[src/rtl/gray_pkg.sv]
// gray_pkg
// Shared definitions for the Gray step arbiter slice: default sizing
// constants, the two-state FSM encoding and the binary-to-Gray helper.
// No ports; imported by gray_step_core and gray_step_arbiter.
package gray_pkg;

  localparam int DEF_N_REQ = 4;
  localparam int DEF_WIDTH = 3;
  localparam int DEF_ID_W  = 2;

  typedef enum logic {
    ST_IDLE = 1'b0,
    ST_STEP = 1'b1
  } state_t;

  // Converts a binary value to its reflected Gray code. The helper is
  // fixed at 8 bits, which is the widest counter supported; callers
  // zero-extend on the way in and truncate on the way out.
  function automatic logic [7:0] bin2gray(input logic [7:0] bin);
    return bin ^ (bin >> 1);
  endfunction

endpackage

[src/rtl/gray_step_arbiter_if.sv]
// gray_step_arbiter_if
// Bundles the requester-facing signals of the Gray step arbiter.
//   Req      : level request per requester, held until its Ack
//   Lock     : burst hold per requester
//   Ack      : one-hot, one-cycle service pulse
//   Value    : Gray code after the serviced step
//   GrantId  : index of the current/last granted requester
//   Wrap     : pulse alongside Ack when the step wrapped to zero
//   Overflow : sticky wrap flag
//   Busy     : high while a step is being performed
// Modports: master = requester side, slave = arbiter side.
interface gray_step_arbiter_if #(
  parameter int N_REQ = 4,
  parameter int WIDTH = 3,
  parameter int ID_W  = 2
);

  logic [N_REQ-1:0] Req;
  logic [N_REQ-1:0] Lock;
  logic [N_REQ-1:0] Ack;
  logic [WIDTH-1:0] Value;
  logic [ID_W-1:0]  GrantId;
  logic             Wrap;
  logic             Overflow;
  logic             Busy;

  modport master (
    output Req, Lock,
    input  Ack, Value, GrantId, Wrap, Overflow, Busy
  );

  modport slave (
    input  Req, Lock,
    output Ack, Value, GrantId, Wrap, Overflow, Busy
  );

endinterface

[src/rtl/gray_step_core.sv]
// gray_step_core
// Binary step counter with a registered Gray-code view.
//   Clk   : clock, updates on posedge
//   Reset : asynchronous active-low reset
//   Step  : perform one increment this cycle
//   Clr   : synchronous clear of the counter (wins over Step)
//   Wrap  : high during a step from all-ones back to zero (not under Clr)
//   Value : Gray code of the count; during a step it already shows the
//           post-step code so the requester sees it alongside its Ack
module gray_step_core
  import gray_pkg::*;
#(
  parameter int WIDTH = DEF_WIDTH
) (
  input  logic             Clk,
  input  logic             Reset,
  input  logic             Step,
  input  logic             Clr,
  output logic             Wrap,
  output logic [WIDTH-1:0] Value
);

  logic [WIDTH-1:0] bin_q;
  logic [WIDTH-1:0] bin_next;
  logic [WIDTH-1:0] gray_next;
  logic [WIDTH-1:0] value_q;

  // Next binary count and its Gray code. The step result is forwarded
  // to Value during the step cycle so Ack and Value line up; outside a
  // step Value simply holds the last registered code. A clear in the
  // step cycle reports zero and suppresses the wrap indication.
  always_comb begin
    bin_next  = bin_q + {{(WIDTH-1){1'b0}}, 1'b1};
    gray_next = WIDTH'(bin2gray(8'(bin_next)));
    Wrap      = Step && !Clr && (bin_q == {WIDTH{1'b1}});
    if (Step) begin
      Value = Clr ? '0 : gray_next;
    end else begin
      Value = value_q;
    end
  end

  // Counter and held Gray code. Clear has priority over a step.
  always_ff @(posedge Clk or negedge Reset) begin
    if (!Reset) begin
      bin_q   <= '0;
      value_q <= '0;
    end else if (Clr) begin
      bin_q   <= '0;
      value_q <= '0;
    end else if (Step) begin
      bin_q   <= bin_next;
      value_q <= gray_next;
    end
  end

endmodule

[src/rtl/gray_step_arbiter.sv]
// gray_step_arbiter
// Round-robin arbiter sharing one Gray step counter among N_REQ
// requesters. Each grant costs an IDLE cycle (arbitration) and a STEP
// cycle (increment, Ack pulse), i.e. one grant per two cycles.
//   Clk   : clock, updates on posedge
//   Reset : asynchronous active-low reset
//   En    : global enable, gates new grants only
//   Clr   : synchronous clear of counter and Overflow
//   bus   : slave modport of gray_step_arbiter_if (Req, Lock, Ack,
//           Value, GrantId, Wrap, Overflow, Busy)
// Optional feature, macro GRAY_ARB_LOCK_EN: a granted requester holding
// Lock and Req keeps the FSM in STEP for back-to-back steps, capped at
// 2^WIDTH consecutive steps. Without the macro Lock is ignored.
module gray_step_arbiter
  import gray_pkg::*;
#(
  parameter int N_REQ = DEF_N_REQ,
  parameter int WIDTH = DEF_WIDTH,
  parameter int ID_W  = DEF_ID_W
) (
  input  logic                Clk,
  input  logic                Reset,
  input  logic                En,
  input  logic                Clr,
  gray_step_arbiter_if.slave  bus
);

  state_t          state_q;
  state_t          state_next;
  logic [ID_W-1:0] grant_q;
  logic [ID_W-1:0] ptr_q;
  logic [ID_W-1:0] ptr_next;
  logic [ID_W-1:0] pick_id;
  logic            pick_valid;
  logic            step;
  logic            burst_hold;
  logic            overflow_q;
  logic            wrap;

  // Round-robin search starting at the pointer. Walking the offsets from
  // the far end down lets the nearest set request overwrite the others,
  // so the first hit from Ptr wins without a priority encoder chain.
  always_comb begin
    logic [ID_W:0] idx;
    pick_valid = 1'b0;
    pick_id    = '0;
    idx        = '0;
    for (int k = N_REQ - 1; k >= 0; k--) begin
      idx = {1'b0, ptr_q} + (ID_W + 1)'(k);
      if (idx >= (ID_W + 1)'(N_REQ)) begin
        idx = idx - (ID_W + 1)'(N_REQ);
      end
      if (bus.Req[idx[ID_W-1:0]]) begin
        pick_valid = 1'b1;
        pick_id    = idx[ID_W-1:0];
      end
    end
  end

`ifdef GRAY_ARB_LOCK_EN
  logic [WIDTH-1:0] burst_q;

  // A burst continues only while the owner keeps Lock and Req up with
  // the arbiter enabled. burst_q counts steps already taken in the
  // burst, so stopping at all-ones caps a burst at 2^WIDTH steps.
  always_comb begin
    burst_hold = bus.Lock[grant_q] && bus.Req[grant_q] && En &&
                 (burst_q != {WIDTH{1'b1}});
  end

  // Burst length tracking, restarted whenever a burst ends.
  always_ff @(posedge Clk or negedge Reset) begin
    if (!Reset) begin
      burst_q <= '0;
    end else if (step && burst_hold) begin
      burst_q <= burst_q + {{(WIDTH-1){1'b0}}, 1'b1};
    end else begin
      burst_q <= '0;
    end
  end
`else
  // Without the burst feature every step is a single step.
  always_comb begin
    burst_hold = 1'b0;
  end
`endif

  // State register.
  always_ff @(posedge Clk or negedge Reset) begin
    if (!Reset) begin
      state_q <= ST_IDLE;
    end else begin
      state_q <= state_next;
    end
  end

  // Next-state logic. En only blocks leaving IDLE; a step in progress
  // always completes.
  always_comb begin
    state_next = state_q;
    case (state_q)
      ST_IDLE: if (En && pick_valid) state_next = ST_STEP;
      ST_STEP: state_next = burst_hold ? ST_STEP : ST_IDLE;
      default: state_next = ST_IDLE;
    endcase
  end

  // FSM outputs. Ack is decoded straight from the state so it is high
  // during the STEP cycle itself and vanishes at once on reset.
  always_comb begin
    step    = (state_q == ST_STEP);
    bus.Busy = step;
    bus.Ack = '0;
    if (step) begin
      bus.Ack[grant_q] = 1'b1;
    end
  end

  // Pointer moves to the requester after the one just served.
  always_comb begin
    if (grant_q == ID_W'(N_REQ - 1)) begin
      ptr_next = '0;
    end else begin
      ptr_next = grant_q + {{(ID_W-1){1'b0}}, 1'b1};
    end
  end

  // Grant index, round-robin pointer and sticky overflow. The pointer
  // holds during a burst so the burst owner does not lose its turn
  // order; Clr wins over a simultaneous wrap and leaves Ptr alone.
  always_ff @(posedge Clk or negedge Reset) begin
    if (!Reset) begin
      grant_q    <= '0;
      ptr_q      <= '0;
      overflow_q <= 1'b0;
    end else begin
      if (state_q == ST_IDLE && state_next == ST_STEP) begin
        grant_q <= pick_id;
      end
      if (step && !burst_hold) begin
        ptr_q <= ptr_next;
      end
      if (Clr) begin
        overflow_q <= 1'b0;
      end else if (wrap) begin
        overflow_q <= 1'b1;
      end
    end
  end

  gray_step_core #(
    .WIDTH (WIDTH)
  ) u_core (
    .Clk   (Clk),
    .Reset (Reset),
    .Step  (step),
    .Clr   (Clr),
    .Wrap  (wrap),
    .Value (bus.Value)
  );

  assign bus.Wrap     = wrap;
  assign bus.GrantId  = grant_q;
  assign bus.Overflow = overflow_q;

endmodule

[src/flat_wrapper.sv]
// flat-port wrapper written by rule: the top's interface ports become plain ports
module gray_step_arbiter_flat import gray_pkg::*;
#(
  parameter int N_REQ = DEF_N_REQ,
  parameter int WIDTH = DEF_WIDTH,
  parameter int ID_W  = DEF_ID_W
)
  (Clk, Reset, En, Clr, bus_Req, bus_Lock, bus_Ack, bus_Value, bus_GrantId, bus_Wrap, bus_Overflow, bus_Busy);
  gray_step_arbiter_if #(.N_REQ(N_REQ), .WIDTH(WIDTH), .ID_W(ID_W)) bus_i ();
  input  logic Clk;
  input  logic Reset;
  input  logic En;
  input  logic Clr;
  input wire logic [$bits(bus_i.Req)-1:0] bus_Req;
  input wire logic [$bits(bus_i.Lock)-1:0] bus_Lock;
  output wire logic [$bits(bus_i.Ack)-1:0] bus_Ack;
  output wire logic [$bits(bus_i.Value)-1:0] bus_Value;
  output wire logic [$bits(bus_i.GrantId)-1:0] bus_GrantId;
  output wire logic [$bits(bus_i.Wrap)-1:0] bus_Wrap;
  output wire logic [$bits(bus_i.Overflow)-1:0] bus_Overflow;
  output wire logic [$bits(bus_i.Busy)-1:0] bus_Busy;
  assign bus_i.Req = bus_Req;
  assign bus_i.Lock = bus_Lock;
  assign bus_Ack = bus_i.Ack;
  assign bus_Value = bus_i.Value;
  assign bus_GrantId = bus_i.GrantId;
  assign bus_Wrap = bus_i.Wrap;
  assign bus_Overflow = bus_i.Overflow;
  assign bus_Busy = bus_i.Busy;
  gray_step_arbiter #(.N_REQ(N_REQ), .WIDTH(WIDTH), .ID_W(ID_W)) u_core (.Clk(Clk), .Reset(Reset), .En(En), .Clr(Clr), .bus(bus_i));
endmodule
[config.mk]
export PLATFORM = sky130hd
export DESIGN_NAME = gray_step_arbiter_flat
export DESIGN_NICKNAME = d
export VERILOG_FILES = /design/src/rtl/gray_pkg.sv /design/src/rtl/gray_step_arbiter_if.sv /design/src/rtl/gray_step_core.sv /design/src/rtl/gray_step_arbiter.sv /design/src/flat_wrapper.sv
export SDC_FILE = /design/constraint.sdc
export NUM_CORES = 1
export LEC_CHECK = 0
export CORE_MARGIN = 3
export CORE_UTILIZATION = 43
export CTS_CLUSTER_DIAMETER = 40
export DETAILED_ROUTE_END_ITERATION = 6
export HOLD_SLACK_MARGIN = 0.05
export PLACE_DENSITY_LB_ADDON = 0.08
export SLEW_MARGIN = 20
export SYNTH_ARGS = -nofsm -noshare
export SYNTH_HDL_FRONTEND = slang
export SYNTH_HIERARCHICAL = 1
export SYNTH_SLANG_ARGS = --single-unit
[constraint.sdc]
create_clock -name Clk -period 1.48 [get_ports Clk]
set_input_delay 0.148 -clock Clk [delete_from_list [all_inputs] [get_ports Clk]]
set_output_delay 0.148 -clock Clk [all_outputs]
set_load 0.01 [all_outputs]
Word level (Yosys, flattened, before mapping)
Index checks and enable logic that the tools add are counted.
{"block": "word_totals", "word_cells": 71, "ff_bits": 12, "inputBits": 12, "output_inout_bits": 12}
{"block": "classes", "mux": 34, "n_reduce_logical": 8, "n_lt_le_gt_ge": 10, "n_eq_ne": 2, "add_sub_neg": 9, "bitwise_logic": 2}
{"op": "2-to-1 mux 2 bit", "n": 9}
{"op": "2-to-1 mux 3 bit", "n": 6}
{"op": "less-than comparator 2 x 3 -> 1 bit (second input constant)", "n": 5}
{"op": "2-to-1 mux 1 bit", "n": 12}
{"op": ">= comparator 3 bit (second input constant)", "n": 3}
{"op": "binary-select mux 1 bit (select 2 bit)", "n": 4}
{"op": "subtractor 2 x 1 -> 2 bit (second input constant)", "n": 4}
{"op": "adder 2 x 2 -> 3 bit (second input constant)", "n": 2}
{"op": "logical AND 1 bit", "n": 5}
{"op": "2-to-1 mux 4 bit", "n": 1}
{"op": "nonzero test 2 bit", "n": 2}
{"op": "adder 2 x 1 -> 3 bit (second input constant)", "n": 1}
{"op": "adder 3 x 1 -> 3 bit (second input constant)", "n": 1}
{"op": "equality test 3 bit (second input constant)", "n": 1}
{"op": ">= comparator 2 x 3 -> 1 bit (second input constant)", "n": 1}
{"op": "bitwise XOR 3 x 2 -> 3 bit", "n": 1}
{"op": "adder 2 x 1 -> 2 bit (second input constant)", "n": 1}
{"op": "demux 1 bit (select 2 bit)", "n": 1}
{"op": "equality test 2 bit (second input constant)", "n": 1}
{"op": ">= comparator 2 x 1 -> 1 bit (second input constant)", "n": 1}
{"op": "case mux 1 bit (2 select lines)", "n": 1}
{"op": "logical NOT 1 bit", "n": 1}
{"op": "NOT 1 bit", "n": 1}

Logic depth before layout (Yosys ltp)
Gate-level depths: netlist of run 1.
{"block": "logic_depth", "word_depth": 13, "ltp_mapped": 6, "ltp_nobuf": 6}

Cells and area by module
The synthesis of run 1 kept the hierarchy.
{"mod": "gray_step_arbiter", "area_per_inst_um2": 400.4, "n_inst": 1, "seq_area_each_um2": 150.1, "cells_each": 39}
{"mod": "gray_step_core", "area_per_inst_um2": 297.8, "n_inst": 1, "seq_area_each_um2": 125.1, "cells_each": 29}

Worst setup path after synthesis of run 1
OpenSTA, ideal clock, no wires.
{"block": "synth_timing", "path_kind": "reg2out", "start": "register u_core.u_core.bin_q[0]", "end": "output port bus_Value[1]", "setup_slack_ns": 0.053, "arrival_time_ns": 1.279, "path_stages_with_launch": 5, "required_time_ns": 1.332, "path_buffers": 0, "path_cell_list": "dfrtp_1 ha_1 ha_1 xnor2_1 o22ai_1"}
{"block": "synth_via", "elab_chain_cells": 4}
{"element": "start, declared", "line_no": "gray_step_core.sv:23", "rtl": "logic [WIDTH-1:0] bin_q;"}
{"element": "start signal, assigned", "line_no": "gray_step_core.sv:52", "rtl": "bin_q <= bin_next;"}
{"element": "adder 3 x 1 -> 3 bit", "line_no": "gray_step_core.sv:33", "rtl": "bin_next = bin_q + {{(WIDTH-1){1'b0}}, 1'b1};"}
{"element": "bitwise XOR 3 x 2 -> 3 bit", "line_no": "gray_pkg.sv:20", "rtl": "return bin ^ (bin >> 1);"}
{"element": "2-to-1 mux 3 bit", "line_no": "gray_step_core.sv:37", "rtl": "Value = Clr ? '0 : gray_next;"}
{"element": "2-to-1 mux 3 bit", "line_no": "gray_step_core.sv:36", "rtl": "if (Step) begin"}
{"element": "end, declared", "line_no": "flat_wrapper.sv:17", "rtl": "output wire logic [$bits(bus_i.Value)-1:0] bus_Value;"}
No other way between the ends.

Worst setup path in the final report of run 1
{"block": "layout_timing", "start": "register u_core.u_core.bin_q[1]", "end": "output port bus_Value[1]"}
Same word-level chain as after synthesis.

==> run_results.csv, run 1 <==
group,metric,value,unit
run_status,outcome,"finished, violations left",
run_status,violations,"setup timing",
route,drt-wirelength-per-cell,12.3,um
yosys,ys_ff_latch,11,
place,place.gp.congestion,0.727,
yosys,netlist_area,698,sq um
yosys,yosysWarnings,6,
die,ios,24,
timing,grt_setup_unrepaired,"yes",
critical_path,critical_path_class,"register to output pin",
clock_tree,clk_latency,0.27,ns
power_and_ir_drop,pwr_density_cell,1070,mW/mm^2
yosys,yosys-top-cells-area,"dfrtp_1 39%, ha_1 11%, nand2b_4 5.9%, nor2_1 5.4%, inv_1 3.8%",
die,die_h,46.3,um
place,hpwl,1.13,mm
yosys,ys_seq_area_share,39.4,%
grt,grt_max_degree,12,
yosys,synth.top_cells.by_count,"11 x dfrtp_1, 10 x nor2_1, 7 x inv_1, 6 x ha_1, 4 x and2_1",
final_layout,nNetsFinal,131,
yosys,synth-edff-count,0,
timing,hold_violations,0,
clock_tree,cts_made_buffers,3,
clock_tree,h-tree-depth,1,
route,first_iter_violations,10,
final_layout,num_antenna_cells,0,
timing,final.setup.tns,-0.269,ns
final_layout,final_cell_count_no_fill,127,
place,port_buffers,19,
critical_path,end_kind,"output pin",
die,die-area,0.00214,sq mm
timing,skew,0.00863,ns
timing,min_period_over_period,110,%
clock_tree,cts_root_buf,"clkbuf_4",
critical_path,startpoint_type,"register",
route,drc_errors,0,
critical_path,worst_ep_arrival_time,1.47,ns
die,coreArea,0.00142,sq mm
yosys,synth_top_area_cell,"dfrtp_1",
route,wirelength,1.56,mm
clock_tree,path_clk_slew,0.07,ns
grt,grt_overflow,0,
critical_path,critPathRequiredTime,1.33,ns
die,rows,13,
power_and_ir_drop,vdd_drop_max,1.11,mV
yosys,syn-num-nets,86,
flow_run,maxCapViolCount,0,
route,vias,626,
route,viasPerCell,4.93,
timing,setup_viol,3,
yosys,synth_flop_cell,"dfrtp_1",
yosys,synthCells,68,
yosys,yosysUniqueCellTypes,24,
timing,fmax,0.617,GHz
yosys,synth.most_common_cell,"dfrtp_1",
die,initial_core_util,49.3,%
grt,grt_pass1_wl,2.47,mm
timing,slew_headroom,68.9,%
yosys,synth.avg_cell_area,10.3,sq um
clock_tree,cts_hold_buf,0,
place,post-place-cells,112,
grt,antenna_found_initial,0,
timing,whs,0.194,ns
route,ant_nets,0,
clock_tree,clk_path_buf_depth,2,
die,die_width,46.3,um
timing,worst_slack,-0.141,ns
final_layout,syn_to_final_growth,62.4,%
final_layout,drive_above_1_share,47.3,%
final_layout,finish.utilization,80.1,%
timing,final_max_slew_viol_count,0,
grt,grt_pass1_vias,578,
timing,layout_min_cycle_time,1.62,ns
yosys,synth_top_area_share,39.4,%
critical_path,critPathMaxFanout,3,
grt,gr-usage-all-layers,16.9,%
yosys,async_flop_share,100,%
hold_path,min_path_type,"input pin to async pin",
clock_tree,tritoncts,"built",
power_and_ir_drop,leakagePower,0.557,nW
clock_tree,clock-sinks,11,
timing,tightest_slew,0.465,ns
route,firstDrtPassIters,3,
cells by family (layout without fill, tap and decap cells):
| group | after synthesis | after routing | synth area share (%) |
|---|---|---|---|
| mux | 3 | 3 | 4.48 |
| xor+xnor | 3 | 3 | 3.76 |
| simple gates | 24 | 24 | 19.9 |
| flops | 11 | 11 | 39.4 |
| compound gates | 13 | 13 | 16.3 |
| fa+ha+maj | 6 | 6 | 10.8 |
| buf+inv | 8 | 52 | 5.38 |
critical path: stages (launching register included):
cell and delay (ns):
dfrtp_1 0.41, ha_4 0.18, ha_4 0.22, xnor2_2 0.13, o22ai_1 0.11, buf_2 0.15
cell usage in the layout, fill, tap and decap left out, types with 2 or more instances in the layout:
cell,instances
dlymetal6s2s_1,2
ha_1,2
nand2b_1,2
clkbuf_4,3
clkdlybuf4s50_1,9
buf_2,6
nor2_1,10
o22ai_1,2
buf_4,20
mux2i_1,2
and2_1,3
buf_6,3
ha_4,3
o22ai_2,2
o21ai_0,2
nand2b_4,3
nand2_1,3
inv_1,5
dfrtp_1,10
through the flow:
stage                     instance area (sq um)  power (mW)  setup WS, ns
after floorplan                             698       0.666        0.0528
after global placement                      978       0.870        -0.363
after detailed placement                    978       0.879        -0.395
after CTS                                  1060        1.15        -0.168
after global routing                       1130        1.30        -0.184
final                                      1130        1.21        -0.141
layer usage:
| metal | part of all wire, % | global-route usage [%] | vias up |
|---|---|---|---|
| met5 | 0 | 0 | - |
| met4 | 1.7 | 8.52 | 0 |
| met3 | 6.0 | 4.69 | 4 |
| met2 | 51 | 26.6 | 14 |
| met1 | 41 | 20.8 | 294 |
| li1 | - | - | 314 |
sequential cells by signal, summed over array words and instances, names as in the netlist:
name	flops
u_core/u_core/bin_q	3
u_core/bus.GrantId	2
u_core/ptr_q	2
u_core/u_core/value_q	2
u_core/bus.Busy	1
u_core/bus.Overflow	1
final timing paths:
kind	startpoint	to	slack, ns	cells past startpoint
max in group asynchronous	Reset	u_core/bus.Busy	0.94	1
min	Reset	u_core/u_core/value_q[0]	0.19	1
min in group Clk	En	u_core/bus.Busy	0.50	3
max reg2reg	u_core/u_core/bin_q[1]	u_core/u_core/value_q[1]	0.10	5
min reg2reg	u_core/bus.Overflow	u_core/bus.Overflow	0.51	2
max	u_core/u_core/bin_q[1]	bus_Value[1]	-0.14	5
report_power, final:
part           total (mW)  leakage (nW)  internal (mW)  switching, mW
combinational       0.606         0.400          0.355          0.250
clock               0.200        0.0150          0.104         0.0954
sequential          0.406         0.142          0.355         0.0507
layout make-up:
class | instances | area [sq um]
multi-input combinational | 49 | 449
timing repair buffer | 41 | 334
fill | 85 | 282
sequential | 11 | 277
inverter | 7 | 28.8
clock buffer | 4 | 26.3
tap | 15 | 18.8
repair_timing:
| item | in CTS | in global routing |
|---|---|---|
| resized for setup | 37 | 14 |
| endpoints found under the setup margin | 10 | 8 |
| buffers inserted | 9 | 2 |
| pin swaps | 4 | 2 |
| hold endpoints to repair | 0 | 0 |
Power figures use the tool's default switching activity.
==> inputs of run 2 (changes only) <==
--- a/config.mk
+++ b/config.mk
@@ -11,6 +11,7 @@
 export DETAILED_ROUTE_END_ITERATION = 6
 export HOLD_SLACK_MARGIN = 0.05
 export PLACE_DENSITY_LB_ADDON = 0.08
+export SETUP_SLACK_MARGIN = 0.5
 export SLEW_MARGIN = 20
 export SYNTH_ARGS = -nofsm -noshare
 export SYNTH_HDL_FRONTEND = slang
==> run 2 against run 1 <==
The flow still finishes with violations (setup timing). Sequential cell count is the same. Clock skew rose by 0.00096 ns. Sequential power grew 11%. Critical path depth stayed put. Non-clock buffer count is 2 lower. Clock-buffer cell count stayed put. Global-route usage up 2.8 points. Core utilization rose by 14 points. First-iteration DRC count rose to 4.1 times the previous value. Clock power about the same. Critical endpoint unchanged.
==> run_results.csv, run 2 (same netlist as run 1, synthesis figures left out) <==
group,metric,value,unit
clock_tree,cts_made_buffers,3,
route,vias,726,
timing,grt_setup_unrepaired,"yes",
grt,grt_overflow,0,
final_layout,area.sequential,279,sq um
timing,whs,0.213,ns
flow_run,maxCapViolCount,0,
critical_path,worst_ep_arrival_time,1.53,ns
clock_tree,path_clk_slew,0.07,ns
timing,layout_min_cycle_time,1.68,ns
clock_tree,clk_path_buf_depth,2,
final_layout,fill_cells,37,
route,first_iter_violations,41,
route,viasPerCell,5.81,
timing,tightest_slew,0.505,ns
power_and_ir_drop,internal_power,0.946,mW
timing,hold_violations,0,
hold_path,min_path_type,"input pin to async pin",
grt,grt_max_degree,12,
run_status,violations,"setup timing",
timing,worst_slack,-0.197,ns
final_layout,nNetsFinal,129,
critical_path,critPathMaxFanout,3,
timing,final.setup.tns,-0.514,ns
final_layout,final_cell_mix,"14 x buf_6, 9 x buf_4, 8 x dfrtp_1, 7 x clkdlybuf4s50_1, 7 x nor2_1",
power_and_ir_drop,p_sw,0.557,mW
die,rows,13,
critical_path,critPathRequiredTime,1.33,ns
grt,grt_pass1_vias,643,
grt,antenna_found_initial,0,
final_layout,num_antenna_cells,0,
route,ant_nets,0,
clock_tree,cts_root_buf,"clkbuf_4",
power_and_ir_drop,pwr_density_cell,1130,mW/mm^2
clock_tree,clk_latency,0.27,ns
timing,final_max_slew_viol_count,0,
die,initial_core_util,49.3,%
clock_tree,tritoncts,"built",
place,pre_cts_ws,-0.232,ns
critical_path,critical_path_class,"register to output pin",
power_and_ir_drop,seqPwrFrac,29.9,%
critical_path,r2r_cells,6,
power_and_ir_drop,leakagePower,0.581,nW
die,die_width,46.3,um
die,die-area,0.00214,sq mm
timing,skew,0.00959,ns
place,port_buffers,19,
timing,min_period_over_period,113,%
final_layout,final_cell_count_no_fill,125,
critical_path,startpoint_type,"register",
route,firstDrtPassIters,4,
place,hpwl,1.08,mm
final_layout,syn_to_final_growth,90.7,%
power_and_ir_drop,comb_power_share,56.7,%
power_and_ir_drop,clock_power_share,13.4,%
clock_tree,clock-sinks,11,
critical_path,end_kind,"output pin",
final_layout,final_common_cell,"buf_6",
grt,gr-usage-all-layers,19.6,%
clock_tree,h-tree-depth,1,
place,post-place-cells,109,
power_and_ir_drop,swShare,37.1,%
timing,setup_viol,4,
final_layout,drive_above_1_share,66.4,%
run_status,outcome,"finished, violations left",
route,drc_errors,0,
power_and_ir_drop,vdd_drop_max,0.890,mV
final_layout,largest_reg_flops,3,
timing,fmax,0.596,GHz
grt,grt_pass1_wl,2.87,mm
die,coreArea,0.00142,sq mm
power_and_ir_drop,power,1.50,mW
die,ios,24,
place,place.gp.congestion,0.767,
route,drt-wirelength-per-cell,21.1,um
route,wirelength,2.64,mm
final_layout,multiInputGateArea,558,sq um
die,die_h,46.3,um
timing,slew_headroom,66.2,%
final_layout,largest-register,"u_core/u_core/bin_q",
-- run 2: changes by cell type in the layout (fill, tap and decap cells not counted), moves of 3 or more --
cell    before  now
and2_4       1    4
and2_1       3    0
ha_4         3    6
buf_6        3   14
nor2_1      10    7
buf_4       20    9
buf_12       0    4
-- run 2: final timing paths --
check | from | end | slack, ns
hold / removal | Reset | u_core/bus.Overflow | 0.21
min in group Clk | En | u_core/bus.GrantId[1] | 0.56
setup reg to reg | u_core/u_core/bin_q[0] | u_core/u_core/value_q[1] | -0.08
hold reg to reg | u_core/bus.Overflow | u_core/bus.Overflow | 0.59
setup / recovery | u_core/u_core/bin_q[0] | bus_Value[1] | -0.20
max in group asynchronous | Reset | u_core/bus.Busy | 0.90
-- run 2: area by class of cell --
cell class | instances | area share, %
Timing Repair Buffer | 39 | 30.8
Multi-Input combinational cell | 49 | 41.9
Clock buffer | 4 | 1.97
Inverter | 7 | 2.91
Tap cell | 15 | 1.41
Sequential cell | 11 | 21.0
-- run 2: repair_timing --
item / CTS / global route
pin swaps: 10 / 8
hold buffers: 0 / 0
setup buffers: 8 / 4
resized for setup: 78 / 14
endpoints found under the setup margin: 23 / 22
-- run 2: power by group through the flow --
stage,Sequential (mW),Combinational (mW),Clock (mW)
after global placement,0.427,0.486,0
after CTS,0.429,0.684,0.204
after floorplan,0.429,0.295,0
after detailed placement,0.431,0.491,0
final,0.449,0.853,0.201
after global routing,0.454,0.904,0.226
-- run 2: critical path: stages (launching register included) --
cell and delay (ns):
dfrtp_1 0.43, ha_4 0.19, ha_4 0.30, xnor2_4 0.13, o22ai_2 0.08, buf_2 0.14
-- run 2: metrics by stage --
stage                     area (sq um)  utilization, %
after global routing              1330            94.1
after CTS                         1230            86.8
after global placement            1040            73.7
final                             1330            94.1
after detailed placement          1040            73.7
after floorplan                    773               -
-- run 2: routing by layer --
layer,routed length (um),vias to the layer above,track usage (%)
met5,0,-,0
met2,1420,46,36.0
met3,203,8,7.03
met1,959,357,21.7
met4,51,0,3.41
li1,-,315,-
